<file path="src/rtl/fan_speed_ramp_ctrl.sv">
// Multi-level fan regulator: button edges select a speed level, and the
// applied PWM duty slews toward that level's target at a fixed rate.
module fan_speed_ramp_ctrl #(
  parameter int LEVEL_W   = 3,
  parameter int MAX_LEVEL = 7,
  parameter int PWM_W     = 8,
  parameter int RAMP_DIV  = 16
) (
  input  logic               clk,
  input  logic               reset,
  input  logic               up_in,
  input  logic               down_in,
  input  logic               off_in,
  output logic [LEVEL_W-1:0] level_out,
  output logic [PWM_W-1:0]   duty_out,
  output logic               pwm_out,
  output logic               ramping_out
);

  localparam int                 PRESC_W    = (RAMP_DIV > 1) ? $clog2(RAMP_DIV) : 1;
  localparam logic [LEVEL_W-1:0] MAX_LVL    = LEVEL_W'(MAX_LEVEL);
  localparam logic [PRESC_W-1:0] PRESC_LAST = PRESC_W'(RAMP_DIV - 1);

  logic               up_prev_q,   up_prev_d;
  logic               down_prev_q, down_prev_d;
  logic               off_prev_q,  off_prev_d;
  logic               armed_q,     armed_d;
  logic [LEVEL_W-1:0] level_q,     level_d;
  logic [PWM_W-1:0]   duty_q,      duty_d;
  logic [PRESC_W-1:0] presc_q,     presc_d;
  logic [PWM_W-1:0]   pwm_cnt_q,   pwm_cnt_d;
  logic               pwm_q,       pwm_d;

  logic               up_ev_s;
  logic               down_ev_s;
  logic               off_ev_s;
  logic               tick_s;
  logic [PWM_W-1:0]   target_s;

  // Rising-edge events; armed_q masks the first cycle out of reset so a
  // button held through reset is seen as already high, not as a new press.
  always_comb begin
    up_prev_d   = up_in;
    down_prev_d = down_in;
    off_prev_d  = off_in;
    armed_d     = 1'b1;
    up_ev_s     = armed_q & up_in   & ~up_prev_q;
    down_ev_s   = armed_q & down_in & ~down_prev_q;
    off_ev_s    = armed_q & off_in  & ~off_prev_q;
  end

  // Level selection: off wins, simultaneous up/down cancel, both ends saturate.
  always_comb begin
    level_d = level_q;
    if (off_ev_s) begin
      level_d = {LEVEL_W{1'b0}};
    end else if (up_ev_s && !down_ev_s) begin
      if (level_q >= MAX_LVL) begin
        level_d = MAX_LVL;
      end else begin
        level_d = level_q + LEVEL_W'(1);
      end
    end else if (down_ev_s && !up_ev_s) begin
      if (level_q == {LEVEL_W{1'b0}}) begin
        level_d = {LEVEL_W{1'b0}};
      end else begin
        level_d = level_q - LEVEL_W'(1);
      end
    end else begin
      level_d = level_q;
    end
  end

  // Target duty per level; the top level maps to full scale rather than the shifted value.
  always_comb begin
    target_s = {PWM_W{1'b0}};
    if (level_q == MAX_LVL) begin
      target_s = {PWM_W{1'b1}};
    end else begin
      target_s = PWM_W'(level_q) << (PWM_W - LEVEL_W);
    end
  end

  // Ramp prescaler and one-LSB duty slew per tick.
  always_comb begin
    tick_s  = (presc_q == PRESC_LAST);
    presc_d = presc_q + PRESC_W'(1);
    duty_d  = duty_q;
    if (tick_s) begin
      presc_d = {PRESC_W{1'b0}};
    end else begin
      presc_d = presc_q + PRESC_W'(1);
    end
    if (tick_s && (duty_q < target_s)) begin
      duty_d = duty_q + PWM_W'(1);
    end else if (tick_s && (duty_q > target_s)) begin
      duty_d = duty_q - PWM_W'(1);
    end else begin
      duty_d = duty_q;
    end
  end

  // PWM carrier counter and compare.
  always_comb begin
    pwm_cnt_d = pwm_cnt_q + PWM_W'(1);
    pwm_d     = (pwm_cnt_q < duty_q);
  end

  // State registers with synchronous reset.
  always_ff @(posedge clk) begin
    if (reset) begin
      up_prev_q   <= 1'b0;
      down_prev_q <= 1'b0;
      off_prev_q  <= 1'b0;
      armed_q     <= 1'b0;
      level_q     <= {LEVEL_W{1'b0}};
      duty_q      <= {PWM_W{1'b0}};
      presc_q     <= {PRESC_W{1'b0}};
      pwm_cnt_q   <= {PWM_W{1'b0}};
      pwm_q       <= 1'b0;
    end else begin
      up_prev_q   <= up_prev_d;
      down_prev_q <= down_prev_d;
      off_prev_q  <= off_prev_d;
      armed_q     <= armed_d;
      level_q     <= level_d;
      duty_q      <= duty_d;
      presc_q     <= presc_d;
      pwm_cnt_q   <= pwm_cnt_d;
      pwm_q       <= pwm_d;
    end
  end

  assign level_out   = level_q;
  assign duty_out    = duty_q;
  assign pwm_out     = pwm_q;
  assign ramping_out = (duty_q != target_s);

endmodule

</file>
<file path="config.mk">
export PLATFORM = sky130hd
export DESIGN_NAME = fan_speed_ramp_ctrl
export DESIGN_NICKNAME = d
export VERILOG_FILES = /design/src/rtl/fan_speed_ramp_ctrl.sv
export SDC_FILE = /design/constraint.sdc
export NUM_CORES = 1
export LEC_CHECK = 0
export ABC_AREA = 1
export CAP_MARGIN = 30
export CORE_MARGIN = 2
export CORE_UTILIZATION = 35
export DETAILED_ROUTE_END_ITERATION = 10
export MAX_ROUTING_LAYER = met4
export PLACE_DENSITY = 0.51
export SKIP_LAST_GASP = 1
export SYNTH_ARGS = -nofsm -noshare
export SYNTH_HDL_FRONTEND = slang
export SYNTH_SLANG_ARGS = --single-unit
</file>
<file path="constraint.sdc">
create_clock -name clk -period 3.4 [get_ports clk]
set_clock_uncertainty 0.05 [all_clocks]
set_input_delay 0.34 -clock clk [delete_from_list [all_inputs] [get_ports clk]]
set_output_delay 0.34 -clock clk [all_outputs]
set_load 0.02 [all_outputs]
</file>
Word level (Yosys, flattened, before mapping)
Cells that the tools add are included.
{"block": "word_totals", "reg_bits": 28, "latchBits": 0, "ramBits": 0, "mem_bits_ro": 0, "inputBits": 5, "out_inout_bits": 13, "elab_cells": 50, "memories": 0}
{"block": "classes", "n_addsub": 6, "multipliers": 0, "div": 0, "order_cmp": 4, "eq_ne": 3, "shift": 0, "n_mux": 8, "n_bitwise": 9, "n_reduce_logical": 11}
{"operator": "$mux 8", "count": 3}
{"operator": "$add 8x1->8 const B", "count": 2}
{"operator": "$lt 8x8->1", "count": 2}
{"operator": "$mux 3", "count": 4}
{"operator": "$gt 8x8->1", "count": 1}
{"operator": "$ne 8x8->1", "count": 1}
{"operator": "$sub 8x1->8 const B", "count": 1}
{"operator": "$and 1x1->1", "count": 6}
{"operator": "$add 4x1->4 const B", "count": 1}
{"operator": "$eq 4x4->1 const B", "count": 1}
{"operator": "$logic_and 1x1->1", "count": 4}
{"operator": "$reduce_bool 2->1", "count": 2}
{"operator": "$reduce_or 2->1", "count": 2}
{"operator": "$add 3x1->3 const B", "count": 1}
{"operator": "$eq 3x3->1 const B", "count": 1}
{"operator": "$ge 3x3->1 const B", "count": 1}
{"operator": "$logic_not 3->1", "count": 1}
{"operator": "$not 1->1", "count": 3}
{"operator": "$sub 3x1->3 const B", "count": 1}
{"operator": "$logic_not 1->1", "count": 2}
{"operator": "$mux 1", "count": 1}

Depth between registers and ports, before layout
Gate-level depths: netlist of the first run.
{"block": "depth", "ltp_word": 6, "depth_mapped": 21, "ltp_nobuf": 21}

Worst setup path after synthesis of the first run
No wires, ideal clock.
{"block": "synth_timing", "path_type": "register to register", "startpoint": "reg level_q[0], in the netlist level_out[0]", "endpoint": "reg duty_q[7], in the netlist duty_out[7]", "setup_ps": 113, "t_arrival_ps": 2678, "required_time_ps": 3237, "path_slack_ps": 559, "stages_incl_launch_ff": 18, "n_path_buf": 0, "period_less_slack_ps": 2841, "path_cell_list": "dfxtp_1 > ha_1 > ha_1 > inv_1 > ha_1 > a21oi_1 > nand2_1 > nand2_1 > nand2_2 > ha_1 > a21oi_1 > nand2_1 > a21oi_1 > nand3_1 > nand3_2 > nand2_1 > nand2_1 > nor2_1"}
{"block": "synth_between", "elab_chain_cells": 5, "word_cells_on_any_way": 8, "classes_between": "order compare: 2; eq/ne: 1; mux: 2; reduce/logical: 3"}
{"item": "start, declared", "line": "28", "rtl": "logic [LEVEL_W-1:0] level_q, level_d;"}
{"item": "start signal, assigned", "line": "116", "rtl": "level_q <= {LEVEL_W{1'b0}};"}
{"item": "start signal, assigned", "line": "126", "rtl": "level_q <= level_d;"}
{"item": "$eq 3x3->1", "line": "77", "rtl": "if (level_q == MAX_LVL) begin"}
{"item": "$mux 8 *", "line": "77"}
{"item": "$lt 8x8->1 or $gt 8x8->1 (tied branches)", "line": "94, 96"}
{"item": "$logic_and 1x1->1, on equally long branches", "line": "94, 96"}
{"item": "$mux 8 or $reduce_bool 2->1 (tied branches)"}
{"item": "end signal, assigned", "line": "117", "rtl": "duty_q <= {PWM_W{1'b0}};"}
{"item": "end signal, assigned", "line": "127", "rtl": "duty_q <= duty_d;"}
{"item": "end, declared", "line": "29", "rtl": "logic [PWM_W-1:0] duty_q, duty_d;"}
Mark *: on every way between the ends. The rest lies on a longest branch, timed or not.
A chain may end at the register's enable or synchronous reset.

Worst setup path in the final report of the first run
Ends and elaborated chain as after synthesis.

==> results of run 1 <==
-- sequential cells by signal, indices dropped and copies added, names as in the netlist --
register     cells
up_prev_q        1
duty_out         8
presc_q          4
level_out        3
armed_q          1
pwm_cnt_q        8
down_prev_q      1
off_prev_q       1
pwm_out          1
-- placed cells by master, fill, tap and decap left out, drive strengths merged, types with 2 or more instances in the layout --
cell type / instances
o21ai: 14
o21a: 2
buf: 2
clkbuf: 4
nand2: 38
dfxtp: 28
a21oi: 28
nand3: 14
nor2: 28
xor2: 4
xnor2: 5
ha: 28
nand4: 3
inv: 31
clkdlybuf4s50: 17
-- routing by layer --
layer	vias to the layer above	wire length [µm]	GRT usage [%]	share of wire [%]
li1	807	-	-	-
met1	648	1850	19.2	50
met2	20	1650	24.1	45
met3	5	96	1.98	2.6
met4	0	68	6.43	1.9
met5	-	0	-	0
-- area by class of cell --
type / count / area (µm²) / area share (%)
tap: 70 / 87.6 / 4.16
multi-input combinational: 170 / 1100 / 52.2
inverter: 31 / 116 / 5.53
clock buffer: 4 / 55.1 / 2.62
timing repair buffer: 19 / 185 / 8.80
sequential: 28 / 562 / 26.7
-- critical path, cell delays in order (launching register included) --
cell	delay (ns)
dfxtp_2	0.36
ha_1	0.21
ha_1	0.21
inv_1	0.17
ha_1	0.28
nand2_1	0.07
nand2_1	0.05
nand2_1	0.05
nand2_1	0.05
nand2_1	0.09
nand2_2	0.17
ha_1	0.39
a21oi_1	0.17
nand2_1	0.14
a21oi_1	0.16
nand3_1	0.10
nand3_2	0.08
nand2_1	0.05
nand2_1	0.05
nor2_1	0.04
-- where the power goes --
| group | leakage, nW | switching (W) | internal, W |
|---|---|---|---|
| logic | 0.672 | 0.0000497 | 0.0000390 |
| clock network | 0.0288 | 0.000111 | 0.000104 |
| registers | 0.229 | 0.00000906 | 0.000340 |
-- per-stage QoR --
step	hold WS [ns]	cell area (µm²)	setup slack (ns)	power, W	std cells
2_1_floorplan	0.368	1810	0.559	0.000416	232
3_3_place_gp	0.381	2050	0.407	0.000447	318
3_5_place_dp	0.391	2050	0.382	0.000447	318
4_1_cts	0.408	2100	0.373	0.000668	322
5_1_grt	0.418	2100	0.0220	0.000692	322
6_report	0.404	2100	0.386	0.000653	322
-- cell families (layout without fill, tap and decap cells) --
logic type               Yosys count  count (layout)
flip-flops                        28              28
buffers and inverters             34              54
adder cells (fa/ha/maj)           29              29
XOR/XNOR                           9               9
AND/OR/NAND/NOR                   85              85
AO/OA/AOI/OAI                     47              47
-- worst max path at each step --
stage                       end  depth (start not counted)  slack (ns)    startpoint
CTS                 duty_out[7]                         19        0.37  level_out[0]
global route        duty_out[7]                         18        0.02  level_out[1]
finish              duty_out[7]                         19        0.39  level_out[0]
floorplan           duty_out[7]                         17        0.56  level_out[0]
global placement    duty_out[7]                         19        0.41  level_out[0]
detailed placement  duty_out[7]                         19        0.38  level_out[0]
==> results_dict.tcl, run 1 <==
set metrics [dict create \
    tritoncts "done" \
    drt-initial-drc-count 62 \
    fmax_mhz 332 \
    synth_commonest_cells "nand2_1, inv_1, dfxtp_1, ha_1" \
    hold_viol_final 0 \
    arrival_ns 3.16 \
    max_slew_margin_pct 73.7 \
    timing.final.crit_share_pct 88.7 \
    critical_path_class "register to register" \
    route.detailed.drc 0 \
    clk-insertion-delay-late_ns 0.29 \
    cts_root_buf "clkbuf_8" \
    first_pass_iters 4 \
    drtAntennaViolNets 0 \
    num_vias 1480 \
    ys_ff_latch 28 \
    place_congestion 0.770 \
    tns_ns 0 \
    num-fill-cells 544 \
    die_y_um 75.8 \
    async_flop_share_pct 0 \
    worst-endpoint-required_ns 3.54 \
    hold_buffers 0 \
    finalCriticalPeriod_ns 3.01 \
    final_core_util_pct 41.7 \
    core_area_um2 5040 \
    p_per_area_nw_per_um2 311 \
    setup_viol 0 \
    holdCritPathClass "register to register" \
    r2r_cells 19 \
    synth_flop_cell "dfxtp_1" \
    port_buffers 17 \
    antennaDiodeCount 0 \
    hold_depth 1 \
    ioPinCount 18 \
    ys_top_cells_by_area "dfxtp_1, ha_1, nand2_1" \
    syn_nets 266 \
    seq_area_frac_synth_pct 31.0 \
    synthMuxAreaShare_pct 0 \
    rsz0062_at_grt "false" \
    vias_per_cell 4.60 \
    fp.dieArea_um2 5750 \
    cap_violations 0 \
    drive_gt1_share_pct 8.33 \
    worstReg2RegEnd "duty_out[7]" \
    grt_usage_pct 15.2 \
    hpwl_um 2880 \
    area_delta_synth_final_pct 16.5 \
    min_to "presc_q[0]" \
    antenna_found_initial 0 \
    r2r_setup_slack_ns 0.39 \
    yosysMostFrequentCell "nand2_1" \
    synthesis.area_um2 1810 \
    synth_compound_area_share_pct 15.2 \
    cp-start-kind "register" \
    numCtsBuffers 3 \
    initial_core_util_pct 35.8 \
    grt_max_degree 16 \
    synth_area_per_cell_um2 7.78 \
    grt_pass1_wl_um 6290 \
    p_leak_nw 0.930 \
    cts_htree_levels 1 \
    yosys_warnings 0 \
    gr-total-overflow 0 \
    cts_sinks 28 \
    regToRegStartpoint "level_out[0]" \
    max-clock-path-buffers 2 \
    final_max_slew_viol_count 0 \
    totalWireLength_um 3660 \
    synth_cell_types 27 \
    synth_edf_count 0 \
    synthSimpleGateAreaFrac_pct 20.7 \
    yosys.area.top_type "dfxtp_1" \
    status "finished, final reports clean" \
    synthCells 232 \
    synthAdderAreaFrac_pct 20.5 \
    detail_route.wl_per_cell_um 11.4 \
    rows 26 \
    die_width_um 75.8 \
    tightest_slew_ns 0.393 \
    post-cts-setup-buffer-count 0 \
    fin_nets 287 \
    end_kind "register" \
    clkTransAtPathRegs_ns 0.10 \
    worstPathMaxFanout 10 \
    synthXorXnorAreaFrac_pct 4.37 \
    grt_pass1_vias 1394 \
    synth_top_cell_area_share_pct 31.0 \
    peakVddDrop_uv 128 \
    ctsResizeCount 0 \
    synth_top_family_by_area "simple AND/OR/NAND/NOR gates" \
    hold_start "presc_q[0]" \
]
(Power assumes the default switching activity.)
==> run 2, diff against run 1 <==
ABC_AREA = default   (was 1)
CORE_MARGIN = default   (was 2)
PLACE_DENSITY = 0.52   (was 0.51)
REMOVE_ABC_BUFFERS = 1   (was default)
==> results_dict.tcl, run 2 <==
set metrics [dict create \
    initial_core_util_pct 36.5 \
    die_width_um 72.4 \
    synth_area_per_cell_um2 8.94 \
    setup_viol 0 \
    first_pass_iters 4 \
    final_core_util_pct 46.1 \
    holdCritPathClass "register to register" \
    layout_commonest_cell "dfxtp_1" \
    layout_common_cells "dfxtp_1, nor2_1, ha_1" \
    cts_sinks 28 \
    num_vias 1413 \
    p_leak_nw 0.914 \
    cp-start-kind "register" \
    detail_route.wl_per_cell_um 13.1 \
    peakVddDrop_uv 154 \
    fin_hold_ws_ns 0.435 \
    drive_gt1_share_pct 12.3 \
    totalWireLength_um 3750 \
    worst-endpoint-required_ns 3.53 \
    grt_pass1_vias 1359 \
    cts_htree_levels 1 \
    seq_area_frac_synth_pct 32.3 \
    cap_violations 0 \
    max-clock-path-buffers 2 \
    area_delta_synth_final_pct 26.3 \
    p_per_area_nw_per_um2 331 \
    ys_ff_latch 28 \
    die_y_um 72.4 \
    gr-total-overflow 0 \
    yosys.area.top_type "dfxtp_1" \
    port_buffers 17 \
    max_slew_margin_pct 54.9 \
    clkTransAtPathRegs_ns 0.10 \
    finalCriticalPeriod_ns 3.27 \
    rows 25 \
    critPathLaunch "level_out[1]" \
    fp.dieArea_um2 5240 \
    core_area_um2 4750 \
    end_kind "register" \
    critical_path_class "register to register" \
    total_power_w 0.000724 \
    grt_pass1_wl_um 6120 \
    yosys_warnings 0 \
    hpwl_um 2920 \
    r2r_setup_slack_ns 0.13 \
    fin_nets 254 \
    hold_buffers 0 \
    place_congestion 0.807 \
    tightest_slew_ns 0.674 \
    async_flop_share_pct 0 \
    drtAntennaViolNets 0 \
    antennaDiodeCount 0 \
    worstPathMaxFanout 6 \
    synth_commonest_cells "dfxtp_1, ha_1, nor2_1" \
    numCtsBuffers 3 \
    status "finished, final reports clean" \
    final_max_slew_viol_count 0 \
    regToRegStartpoint "level_out[1]" \
    synthCells 194 \
    ioPinCount 18 \
    route.detailed.drc 0 \
    hold_viol_final 0 \
    synth_cell_types 38 \
    antenna_found_initial 0 \
    drt-initial-drc-count 32 \
    cts_root_buf "clkbuf_8" \
    synth_flop_cell "dfxtp_1" \
    tritoncts "done" \
    synthesis.area_um2 1730 \
    fmax_mhz 306 \
    r2r_cells 13 \
    num-fill-cells 478 \
    timing.final.crit_share_pct 96.2 \
    arrival_ns 3.40 \
    min_to "pwm_cnt_q[0]" \
    grt_usage_pct 15.5 \
    ys_top_cells_by_area "dfxtp_1, ha_1, nor2_1" \
    worstReg2RegEnd "duty_out[7]" \
    synth_edf_count 0 \
    vias_per_cell 4.94 \
    synth_top_cell_area_share_pct 32.3 \
    clk-insertion-delay-late_ns 0.28 \
    hold_start "pwm_cnt_q[0]" \
    grt_max_degree 18 \
    hold_depth 1 \
]
run 2: cell count changes in the layout (fill, tap and decap cells not counted), sizes merged, moves of 3 or more:
cell / delta
nand3: -9
a221oi: +3
a21o: +3
mux2i: +8
o21ai: -6
inv: -14
nand4: -3
a211oi: +3
nor2b: +5
and3: +3
nand2: -30
buf: +6
a21oi: -16
run 2: routing by layer:
| metal | GRT usage [%] | vias to the layer above | share of wire [%] |
|---|---|---|---|
| met3 | 2.22 | 4 | 2.1 |
| met5 | - | - | 0 |
| met1 | 21.3 | 662 | 52 |
| met2 | 23.4 | 21 | 45 |
| li1 | - | 726 | - |
| met4 | 4.79 | 0 | 0.96 |
run 2: cell families (layout without fill, tap and decap cells):
logic type / Yosys count / in the layout / share of synthesized area [%]
flip-flops: 28 / 28 / 32.3
AO/OA/AOI/OAI: 39 / 39 / 14.6
XOR/XNOR: 13 / 13 / 6.57
multiplexers: 9 / 9 / 5.27
buffers and inverters: 22 / 47 / 4.83
AND/OR/NAND/NOR: 54 / 54 / 15.0
adder cells (fa/ha/maj): 29 / 29 / 21.4
run 2: timing repair:
action                                  CTS  global route
pin swaps                                 1             2
endpoints found under the setup margin    1             2
resized for setup                         2            11
setup buffers                             1             0
run 2: stage by stage:
step | setup TNS, ns | area [µm²] | cells | setup slack, ns
after floorplan | -0.0514 | 1720 | 190 | -0.0514
after global placement | 0 | 2020 | 281 | 0.0432
after detailed placement | -0.102 | 2020 | 281 | -0.102
after CTS | 0 | 2110 | 286 | 0.00460
after global routing | -0.0116 | 2190 | 286 | -0.0116
final | 0 | 2190 | 286 | 0.130
run 2: cell type report:
type                            instances  area (µm²)  area share (%)
Multi-Input combinational cell        144        1180            53.7
Sequential cell                        28         561            25.6
Timing Repair Buffer                   25         230            10.5
Tap cell                               67        83.8            3.83
Inverter                               18        67.6            3.09
Clock buffer                            3        41.3            1.89
Clock inverter                          1        30.0            1.37
run 2: power breakdown:
group / internal (W) / switching [W]
sequential: 0.000341 / 0.00000981
clock: 0.000158 / 0.000113
combinational: 0.0000478 / 0.0000543
total: 0.000546 / 0.000177
run 2: how the worst max path moves through the flow:
stage	to	slack [ns]	depth (start not counted)
after detailed placement	duty_out[7]	-0.10	14
after floorplan	duty_out[7]	-0.05	14
after global placement	duty_out[7]	0.04	14
final	duty_out[7]	0.13	13
after global routing	duty_out[7]	-0.01	15
after CTS	duty_out[7]	0.005	14
run 2: critical path: stages (launching register included):
cell and delay (ns):
dfxtp_1 0.36, ha_2 0.21, ha_4 0.16, inv_2 0.06, ha_1 0.31, a21oi_1 0.15
o21ai_1 0.11, a21o_2 0.31, ha_1 0.36, nor2_1 0.21, o311ai_4 0.11, o31a_1 0.26
mux2i_1 0.17, mux2_1 0.33
